[config.mk]
export PLATFORM = sky130hd
export DESIGN_NAME = mrd_rdx5_gather
export DESIGN_NICKNAME = d
export VERILOG_FILES = /design/src/rtl/mrd_pkg.sv /design/src/rtl/mrd_rdx5_gather_sign_margin.sv /design/src/rtl/mrd_rdx5_gather.sv
export SDC_FILE = /design/constraint.sdc
export NUM_CORES = 1
export LEC_CHECK = 0
export CORE_ASPECT_RATIO = 0.7
export CORE_MARGIN = 8
export CORE_UTILIZATION = 49
export DETAILED_ROUTE_END_ITERATION = 6
export PLACE_DENSITY = 0.78
export SETUP_SLACK_MARGIN = 0.15
export SLEW_MARGIN = 20
export SYNTH_ARGS = -nofsm -noshare
export SYNTH_HDL_FRONTEND = slang
export SYNTH_HIERARCHICAL = 1
export SYNTH_SLANG_ARGS = --single-unit
[constraint.sdc]
create_clock -name clk -period 5.45 [get_ports clk]
set_input_delay 1.09 -clock clk [delete_from_list [all_inputs] [get_ports clk]]
set_output_delay 1.09 -clock clk [all_outputs]
set_load 0.03 [all_outputs]
[src/rtl/mrd_pkg.sv]
// mrd_pkg: shared constants and types for the mixed-radix gather slice.
//   RDX5_N     - samples per radix-5 group
//   MRD_WIDTH  - default sample word width (1.17 signed)
//   MARGIN_MAX - saturation value of the redundant-sign-bit margin
//   cplx_t     - complex sample at the default width
//   margin_min - smaller of two 2-bit margins
package mrd_pkg;

    localparam int unsigned RDX5_N     = 5;
    localparam int unsigned MRD_WIDTH  = 18;
    localparam logic [1:0]  MARGIN_MAX = 2'd3;

    typedef struct packed {
        logic signed [MRD_WIDTH-1:0] re;
        logic signed [MRD_WIDTH-1:0] im;
    } cplx_t;

    function automatic logic [1:0] margin_min(input logic [1:0] a, input logic [1:0] b);
        return (a < b) ? a : b;
    endfunction

endpackage

[src/rtl/mrd_rdx5_gather_sign_margin.sv]
// mrd_sign_margin: redundant-sign-bit count of one signed word.
//   word   in  WIDTH  two's complement sample
//   margin out 2      number of consecutive bits below the sign bit that
//                     equal the sign bit, saturated at MARGIN_MAX (3)
module mrd_sign_margin
    import mrd_pkg::*;
#(
    parameter int unsigned WIDTH = MRD_WIDTH
) (
    input  logic [WIDTH-1:0] word,
    output logic [1:0]       margin
);

    logic run;

    // Walk down from the bit just below the sign; stop at the first bit
    // that differs from the sign. Only three bits matter because of the cap.
    always_comb begin
        margin = '0;
        run    = 1'b1;
        for (int unsigned i = 1; i <= 32'(MARGIN_MAX); i++) begin
            if (run && (word[WIDTH-1-i] == word[WIDTH-1])) begin
                margin = 2'(i);
            end else begin
                run = 1'b0;
            end
        end
    end

endmodule

[src/rtl/mrd_rdx5_gather.sv]
// mrd_rdx5_gather: serial-to-parallel gather of radix-5 complex groups.
//   clk, rst          clock, synchronous active-high reset
//   in_val, in_sync   sample strobe, group restart (sample is index 0)
//   in_real, in_imag  serial signed sample
//   in_exp            block exponent, captured with the index-0 sample
//   out_val           one-cycle strobe, group presented on dout_*
//   dout_real/imag    gathered group, element k = k-th accepted sample
//   margin_out        min redundant-sign-bit count over the 10 words (cap 3)
//   exp_out           in_exp of the group's index-0 sample
// Build option: MRD_GATHER_MARGIN_EN compiles in margin detection; without
// it margin_out is tied to 0.
module mrd_rdx5_gather
    import mrd_pkg::*;
#(
    parameter int unsigned WIDTH = MRD_WIDTH
) (
    input  logic                    clk,
    input  logic                    rst,
    input  logic                    in_val,
    input  logic                    in_sync,
    input  logic signed [WIDTH-1:0] in_real,
    input  logic signed [WIDTH-1:0] in_imag,
    input  logic [3:0]              in_exp,
    output logic                    out_val,
    output logic signed [WIDTH-1:0] dout_real [0:RDX5_N-1],
    output logic signed [WIDTH-1:0] dout_imag [0:RDX5_N-1],
    output logic [1:0]              margin_out,
    output logic [3:0]              exp_out
);

    localparam logic [2:0] LAST_IDX = 3'(RDX5_N - 1);

    logic [2:0]              idx_q, idx_d, idx_cur;
    logic                    out_val_q, out_val_d;
    logic [3:0]              exp_fill_q, exp_fill_d;
    logic [3:0]              exp_out_q, exp_out_d;
    logic signed [WIDTH-1:0] fill_re_q [0:RDX5_N-2];
    logic signed [WIDTH-1:0] fill_re_d [0:RDX5_N-2];
    logic signed [WIDTH-1:0] fill_im_q [0:RDX5_N-2];
    logic signed [WIDTH-1:0] fill_im_d [0:RDX5_N-2];
    logic signed [WIDTH-1:0] dout_re_q [0:RDX5_N-1];
    logic signed [WIDTH-1:0] dout_re_d [0:RDX5_N-1];
    logic signed [WIDTH-1:0] dout_im_q [0:RDX5_N-1];
    logic signed [WIDTH-1:0] dout_im_d [0:RDX5_N-1];

`ifdef MRD_GATHER_MARGIN_EN
    logic [1:0] mg_re, mg_im, mg_pair;
    logic [1:0] run_mg_q, run_mg_d;
    logic [1:0] mg_out_q, mg_out_d;

    mrd_sign_margin #(.WIDTH(WIDTH)) u_mg_re (.word(in_real), .margin(mg_re));
    mrd_sign_margin #(.WIDTH(WIDTH)) u_mg_im (.word(in_imag), .margin(mg_im));

    assign mg_pair = margin_min(mg_re, mg_im);
`endif

    always_comb begin
        fill_re_d  = fill_re_q;
        fill_im_d  = fill_im_q;
        dout_re_d  = dout_re_q;
        dout_im_d  = dout_im_q;
        exp_fill_d = exp_fill_q;
        exp_out_d  = exp_out_q;
        out_val_d  = 1'b0;
`ifdef MRD_GATHER_MARGIN_EN
        run_mg_d   = run_mg_q;
        mg_out_d   = mg_out_q;
`endif
        // in_sync restarts the group before this cycle's sample is placed,
        // so a sync+val sample lands in slot 0 and the partial group is lost.
        idx_cur = in_sync ? '0 : idx_q;
        idx_d   = idx_cur;

        if (in_val) begin
            if (idx_cur == LAST_IDX) begin
                // Final sample bypasses the fill bank straight into the output
                // bank so the group appears one cycle after its last sample.
                for (int unsigned k = 0; k < RDX5_N - 1; k++) begin
                    dout_re_d[k] = fill_re_q[k];
                    dout_im_d[k] = fill_im_q[k];
                end
                dout_re_d[RDX5_N-1] = in_real;
                dout_im_d[RDX5_N-1] = in_imag;
                exp_out_d           = exp_fill_q;
                out_val_d           = 1'b1;
                idx_d               = '0;
`ifdef MRD_GATHER_MARGIN_EN
                mg_out_d            = margin_min(run_mg_q, mg_pair);
`endif
            end else begin
                fill_re_d[idx_cur[1:0]] = in_real;
                fill_im_d[idx_cur[1:0]] = in_imag;
                idx_d                   = idx_cur + 3'd1;
                if (idx_cur == 3'd0) begin
                    exp_fill_d = in_exp;
                end
`ifdef MRD_GATHER_MARGIN_EN
                run_mg_d = (idx_cur == 3'd0) ? margin_min(MARGIN_MAX, mg_pair)
                                             : margin_min(run_mg_q, mg_pair);
`endif
            end
        end
    end

    always_ff @(posedge clk) begin
        if (rst) begin
            idx_q      <= '0;
            out_val_q  <= 1'b0;
            exp_out_q  <= '0;
`ifdef MRD_GATHER_MARGIN_EN
            run_mg_q   <= MARGIN_MAX;
            mg_out_q   <= '0;
`endif
        end else begin
            idx_q      <= idx_d;
            out_val_q  <= out_val_d;
            exp_out_q  <= exp_out_d;
`ifdef MRD_GATHER_MARGIN_EN
            run_mg_q   <= run_mg_d;
            mg_out_q   <= mg_out_d;
`endif
        end
    end

    // Data banks carry no reset; they are only frozen while rst is high so a
    // group cut off by reset never disturbs the held output.
    always_ff @(posedge clk) begin
        if (!rst) begin
            fill_re_q  <= fill_re_d;
            fill_im_q  <= fill_im_d;
            dout_re_q  <= dout_re_d;
            dout_im_q  <= dout_im_d;
            exp_fill_q <= exp_fill_d;
        end
    end

    assign out_val   = out_val_q;
    assign dout_real = dout_re_q;
    assign dout_imag = dout_im_q;
    assign exp_out   = exp_out_q;
`ifdef MRD_GATHER_MARGIN_EN
    assign margin_out = mg_out_q;
`else
    assign margin_out = '0;
`endif

endmodule

==> results of run 1 <==
[metrics by stage]
stage	total power [uW]	setup slack [ps]
after global routing	5020	2230
after floorplan	2920	802
after detailed placement	2970	1580
after global placement	2970	1710
final	4860	2330
after CTS	4910	2140
[worst max-delay path: cells and delay by family]
kind	cells	cell delay [ps]
and+or+nand+nor	2	470
adders and majority gates	1	290
buffers and inverters	2	1330
[path summary, 6_finish.rpt]
path                 startpoint            end  slack [ps]  cells after the start
setup reg to reg       idx_q[0]  fill_im_q[39]        3030                      7
hold / removal    fill_re_q[61]  dout_real[79]         410                      0
hold reg to reg   fill_re_q[61]  dout_real[79]         410                      0
setup / recovery        in_sync  dout_real[57]        2330                      5
[cell type report]
type / count / area [um^2] / share of cell area, %
clock buffer: 38 / 759 / 5.46
clock inverter: 15 / 146 / 1.05
inverter: 2 / 7.51 / 0.0540
multi-input combinational: 33 / 238 / 1.71
sequential: 336 / 10000 / 72.0
tap: 276 / 345 / 2.48
timing repair buffer: 235 / 2400 / 17.3
[power by group]
group | internal, uW | leakage [uW] | switching (uW) | total, uW
clock network | 1120 | 0.000442 | 825 | 1950
logic | 33.3 | 0.00103 | 40.3 | 73.6
registers | 2840 | 0.00303 | 5.22 | 2850
total | 3990 | 0.00450 | 870 | 4860
[cells in the mapped netlist, drive strengths merged]
master / count
a21oi: 2
a22o: 4
a31oi: 1
and2: 1
and3: 2
buf: 3
conb: 1
dfxtp: 8
edfxtp: 328
ha: 1
inv: 2
nand2: 4
nand2b: 2
nand3: 1
nand4b: 1
nor2: 5
nor2b: 3
nor3: 1
o21a: 1
o21ai: 1
xnor2: 1
[flip-flops by register name, summed over array words and instances (netlist names)]
signal	cells
dout_real	90
out_val	1
idx_q	3
exp_out	4
dout_imag	90
fill_im_q	72
exp_fill_q	4
fill_re_q	72
[metal layers]
layer | up-vias | track usage, % | share of wire (%)
met2 | 234 | 22.1 | 44
met4 | 2 | 2.90 | 1.1
li1 | 2021 | - | -
met3 | 18 | 7.38 | 13
met1 | 2212 | 18.9 | 42
met5 | - | 0 | 0.066
[placed cells by master (no fill, tap or decap), types with 2 or more instances in the layout]
cell	synthesis	final
a21oi_1	2	2
a22o_1	4	4
buf_12	0	2
buf_16	0	2
buf_4	2	3
bufinv_16	0	3
clkbuf_1	0	9
clkbuf_16	0	29
clkdlybuf4s50_1	0	228
clkinv_1	0	5
clkinv_2	0	6
conb_1	1	2
dfxtp_1	8	8
edfxtp_1	328	328
inv_1	2	2
nand2_1	4	4
nand2b_1	2	2
nor2_1	5	2
nor2_4	0	3
[kinds of logic (layout without fill, tap and decap cells)]
| logic type | count (synthesis) | count (layout) | share of synthesized area, % |
|---|---|---|---|
| other | 1 | 2 | 0.0366 |
| DFF | 336 | 336 | 97.7 |
| and+or+nand+nor | 20 | 20 | 1.10 |
| buffers and inverters | 5 | 290 | 0.330 |
| adders and majority gates | 1 | 1 | 0.122 |
| AOI/OAI and AO/OA | 9 | 9 | 0.623 |
| xor gates and xnor gates | 1 | 1 | 0.0855 |
==> results.yml, run 1 <==
global_routing:
  grt_max_degree: 104
  antenna_found_initial: 1
  grt_first_pass_wirelength_um: 28800
  grt.total_usage_pct: 14.6
  grt_pass1_vias: 4663
  grt_overflow_total: 0
outcome:
  status: "finished clean"
routing:
  routed_wl_um: 19600
  postRouteAntennaNets: 0
  drt_iter0_markers: 315
  dr.pass1.iters: 4
  vias_per_cell: 4.80
  vias: 4487
  wire_per_inst_um: 21.0
  drc: 0
sta:
  period_share_pct: 57.3
  maxSlewViolCount: 0
  final.setup.tns_ps: 0
  skew_ps: 7.84
  timing.hold.ws_ps: 412
  min_period_ps: 3120
  final-setup-viol-count: 0
  rsz0062_at_grt: "false"
  hold_viol_final: 0
  max_slew_margin_pct: 29.6
  max_freq_mhz: 320
  worstMarginPinSlew_ps: 1060
min_path:
  hp-class: "reg2reg"
logic_synthesis:
  postSynthCellCount: 373
  ys_seq_area_share_pct: 97.7
  yosys.area.top_type: "edfxtp_1"
  synth.avg_cell_area_um2: 27.5
  ys_warn_count: 6
  netlist-cell-type-count: 24
  synth_area_leaders: "edfxtp_1 (96%), dfxtp_1 (1.6%), a22o_1 (0.34%)"
  synth-seq-cells: 336
  netlist_area_um2: 10200
  synth_top_area_share_pct: 96.1
cts:
  cts_setup_buffers: 0
  clk_path_buf_depth: 3
  cts_root_buf: "clkbuf_16"
  cts_tree: "built"
  htreeDepth: 1
  ctsHoldBuffers: 0
  cts_resized: 0
  path_clk_slew_ps: 60
  worstSkewPairLatency_ps: 520
  cts.sinks: 336
  cts_buffers: 29
cells_and_area:
  fin_util_pct: 67.4
  fill_cells: 1321
  fin_area_um2: 13900
  nets: 682
  syn_to_final_growth_pct: 35.7
  drive_gt1_share_pct: 8.04
  stdcell_count: 935
  antenna_cells: 0
floorplan:
  die_w_um: 189
  coreArea_um2: 20600
  num_io_pins: 231
  initial_core_util_pct: 49.6
  die_h_um: 137
  rows: 44
  dieArea_um2: 25900
power_and_ir_drop:
  p_leak_uw: 0.00450
  power_density_nw_per_um2: 350
  vdd_ir_drop_max_v: 0.000244
flow_run:
  maxCapViolCount: 0
setup_path:
  crit_required_ps: 5590
  start_kind: "input port"
  worst-setup-path-type: "in2reg"
  cp_max_fo: 81
  max_stage_delay_ps: 780
  cp-end-kind: "flip-flop"
  worstPathArrival_ps: 3260
  timing.critical_path.cells: "clkdlybuf4s50_1, nand2b_1, ha_1, and3_4, buf_4"
  crit_path_top_delay_cell: "buf_4"
placed_design:
  dp.cells: 880
  numPortBuffers: 228
  gp_congestion: 0.789
  place_area_um2: 12900
  dp_hpwl_um: 13000
Note: power is estimated with default switching activity, not from simulation.
==> run 2, diff against run 1 <==
==> constraint.sdc (replaced) <==
create_clock -name clk -period 2.9 [get_ports clk]
set_input_delay 0.58 -clock clk [delete_from_list [all_inputs] [get_ports clk]]
set_output_delay 0.58 -clock clk [all_outputs]
set_load 0.03 [all_outputs]
==> run 2 against run 1 <==
Against the previous run:
- core utilization up 0.86 points
- cell area increased by 1.3%
- sequential power up 88%
- combinational power rose by 87%
- routed wire length is 2.0% higher
- sequential share of layout area shrank 0.91 points
- via count is 1.4% higher
- final cell count up 1.4%
- first-iteration DRC count is 3.5% lower
- critical path type is now reg2out
- largest power group unchanged
==> results.yml, run 2 (synthesized netlist as in run 1, its figures left out) <==
floorplan:
  rows: 44
  coreArea_um2: 20600
  initial_core_util_pct: 49.6
  dieArea_um2: 25900
  die_h_um: 137
  num_io_pins: 231
  die_w_um: 189
global_routing:
  antenna_found_initial: 0
  grt_pass1_vias: 4751
  grt_overflow_total: 0
  grt_max_degree: 67
  grt_first_pass_wirelength_um: 28800
  grt.total_usage_pct: 14.6
cells_and_area:
  syn_to_final_growth_pct: 37.5
  antenna_cells: 0
  fin_util_pct: 68.2
  final_common_cell: "edfxtp_1"
  drive_gt1_share_pct: 10.1
  fill_cells: 1290
  nets: 695
  final_cell_mix: "edfxtp_1 (328), clkdlybuf4s50_1 (228), clkbuf_16 (29), buf_4 (14), dfxtp_1 (8)"
power_and_ir_drop:
  power_density_nw_per_um2: 663
  p_leak_uw: 0.00460
  finalPower_uw: 9340
  vdd_ir_drop_max_v: 0.000443
cts:
  cts_tree: "built"
  worstSkewPairLatency_ps: 530
  cts_root_buf: "clkbuf_16"
  cts_setup_buffers: 0
  cts_buffers: 29
  clk_path_buf_depth: 3
  cts.sinks: 336
  cts_resized: 0
  ctsHoldBuffers: 0
  path_clk_slew_ps: 70
  htreeDepth: 1
sta:
  skew_ps: 15.1
  hold_viol_final: 0
  min_period_ps: 2200
  period_share_pct: 75.7
  rsz0062_at_grt: "false"
  final-setup-viol-count: 0
  max_freq_mhz: 456
  maxSlewViolCount: 0
routing:
  postRouteAntennaNets: 0
  drc: 0
  wire_per_inst_um: 21.1
  drt_iter0_markers: 304
  dr.pass1.iters: 5
  vias_per_cell: 4.80
  routed_wl_um: 20000
  vias: 4552
setup_path:
  cp_max_fo: 1
  crit_path_top_delay_cell: "clkdlybuf4s50_1"
  timing.critical_path.cells: "clkdlybuf4s50_1"
  worst-setup-path-type: "reg2out"
  max_stage_delay_ps: 710
  worstPathArrival_ps: 1620
  cp_num_buf_inv: 1
  critical_path_depth: 1
  start_kind: "flip-flop"
  crit_required_ps: 2320
  cp-end-kind: "output port"
  cp_top_family: "buffers and inverters"
  reg2regPathDepth: 7
placed_design:
  dp_hpwl_um: 13700
  numPortBuffers: 228
  gp_congestion: 0.835
flow_run:
  maxCapViolCount: 0
min_path:
  hp-class: "reg2reg"
  hold_depth: 0
outcome:
  status: "finished clean"
run 2: cell count changes in the layout (fill, tap and decap cells not counted):
cell,delta
buf_12,+4
clkbuf_8,+4
clkinv_2,-3
bufinv_16,+1
clkbuf_1,-2
clkinvlp_4,-1
clkinv_4,+1
nor3_2,-1
nor3_4,+1
buf_4,+11
buf_16,-2
run 2: metal layers:
metal  global-route usage, %  vias up  share of wire [%]
met4                    2.86        0                1.1
met3                    6.01       20                 11
met1                    19.5     2256                 43
met5                       0        -                  0
li1                        -     2057                  -
met2                    22.6      219                 45
run 2: report_power, final:
group          switching [uW]  leakage (uW)  internal, uW
sequential               11.4       0.00303          5340
combinational            76.9       0.00110          61.3
clock                    1560      0.000475          2290
total                    1650       0.00460          7690
run 2: worst paths after layout:
kind / from / end / slack, ps
min: fill_im_q[55] / dout_imag[73] / 410
min reg2reg: fill_im_q[55] / dout_imag[73] / 410
max: dout_real[42] / dout_real[42] / 700
max reg2reg: idx_q[0] / fill_re_q[51] / 830
run 2: metrics by stage:
step | TNS [ps] | hold WS, ps | std cells | area, um^2 | worst slack [ps]
floorplan | -19750 | 400 | 374 | 10300 | -274
global placement | 0 | 401 | 895 | 13100 | 298
detailed placement | 0 | 405 | 895 | 13100 | 191
CTS | 0 | 407 | 948 | 14100 | 668
global route | 0 | 408 | 948 | 14100 | 635
finish | 0 | 411 | 948 | 14100 | 705
run 2: cell type report:
class | instances | area (um^2) | area share (%)
Sequential cell | 336 | 10000 | 71.1
Timing Repair Buffer | 248 | 2510 | 17.8
Clock buffer | 40 | 807 | 5.73
Tap cell | 276 | 345 | 2.45
Multi-Input combinational cell | 33 | 244 | 1.73
Clock inverter | 13 | 163 | 1.15
Inverter | 2 | 7.51 | 0.0533
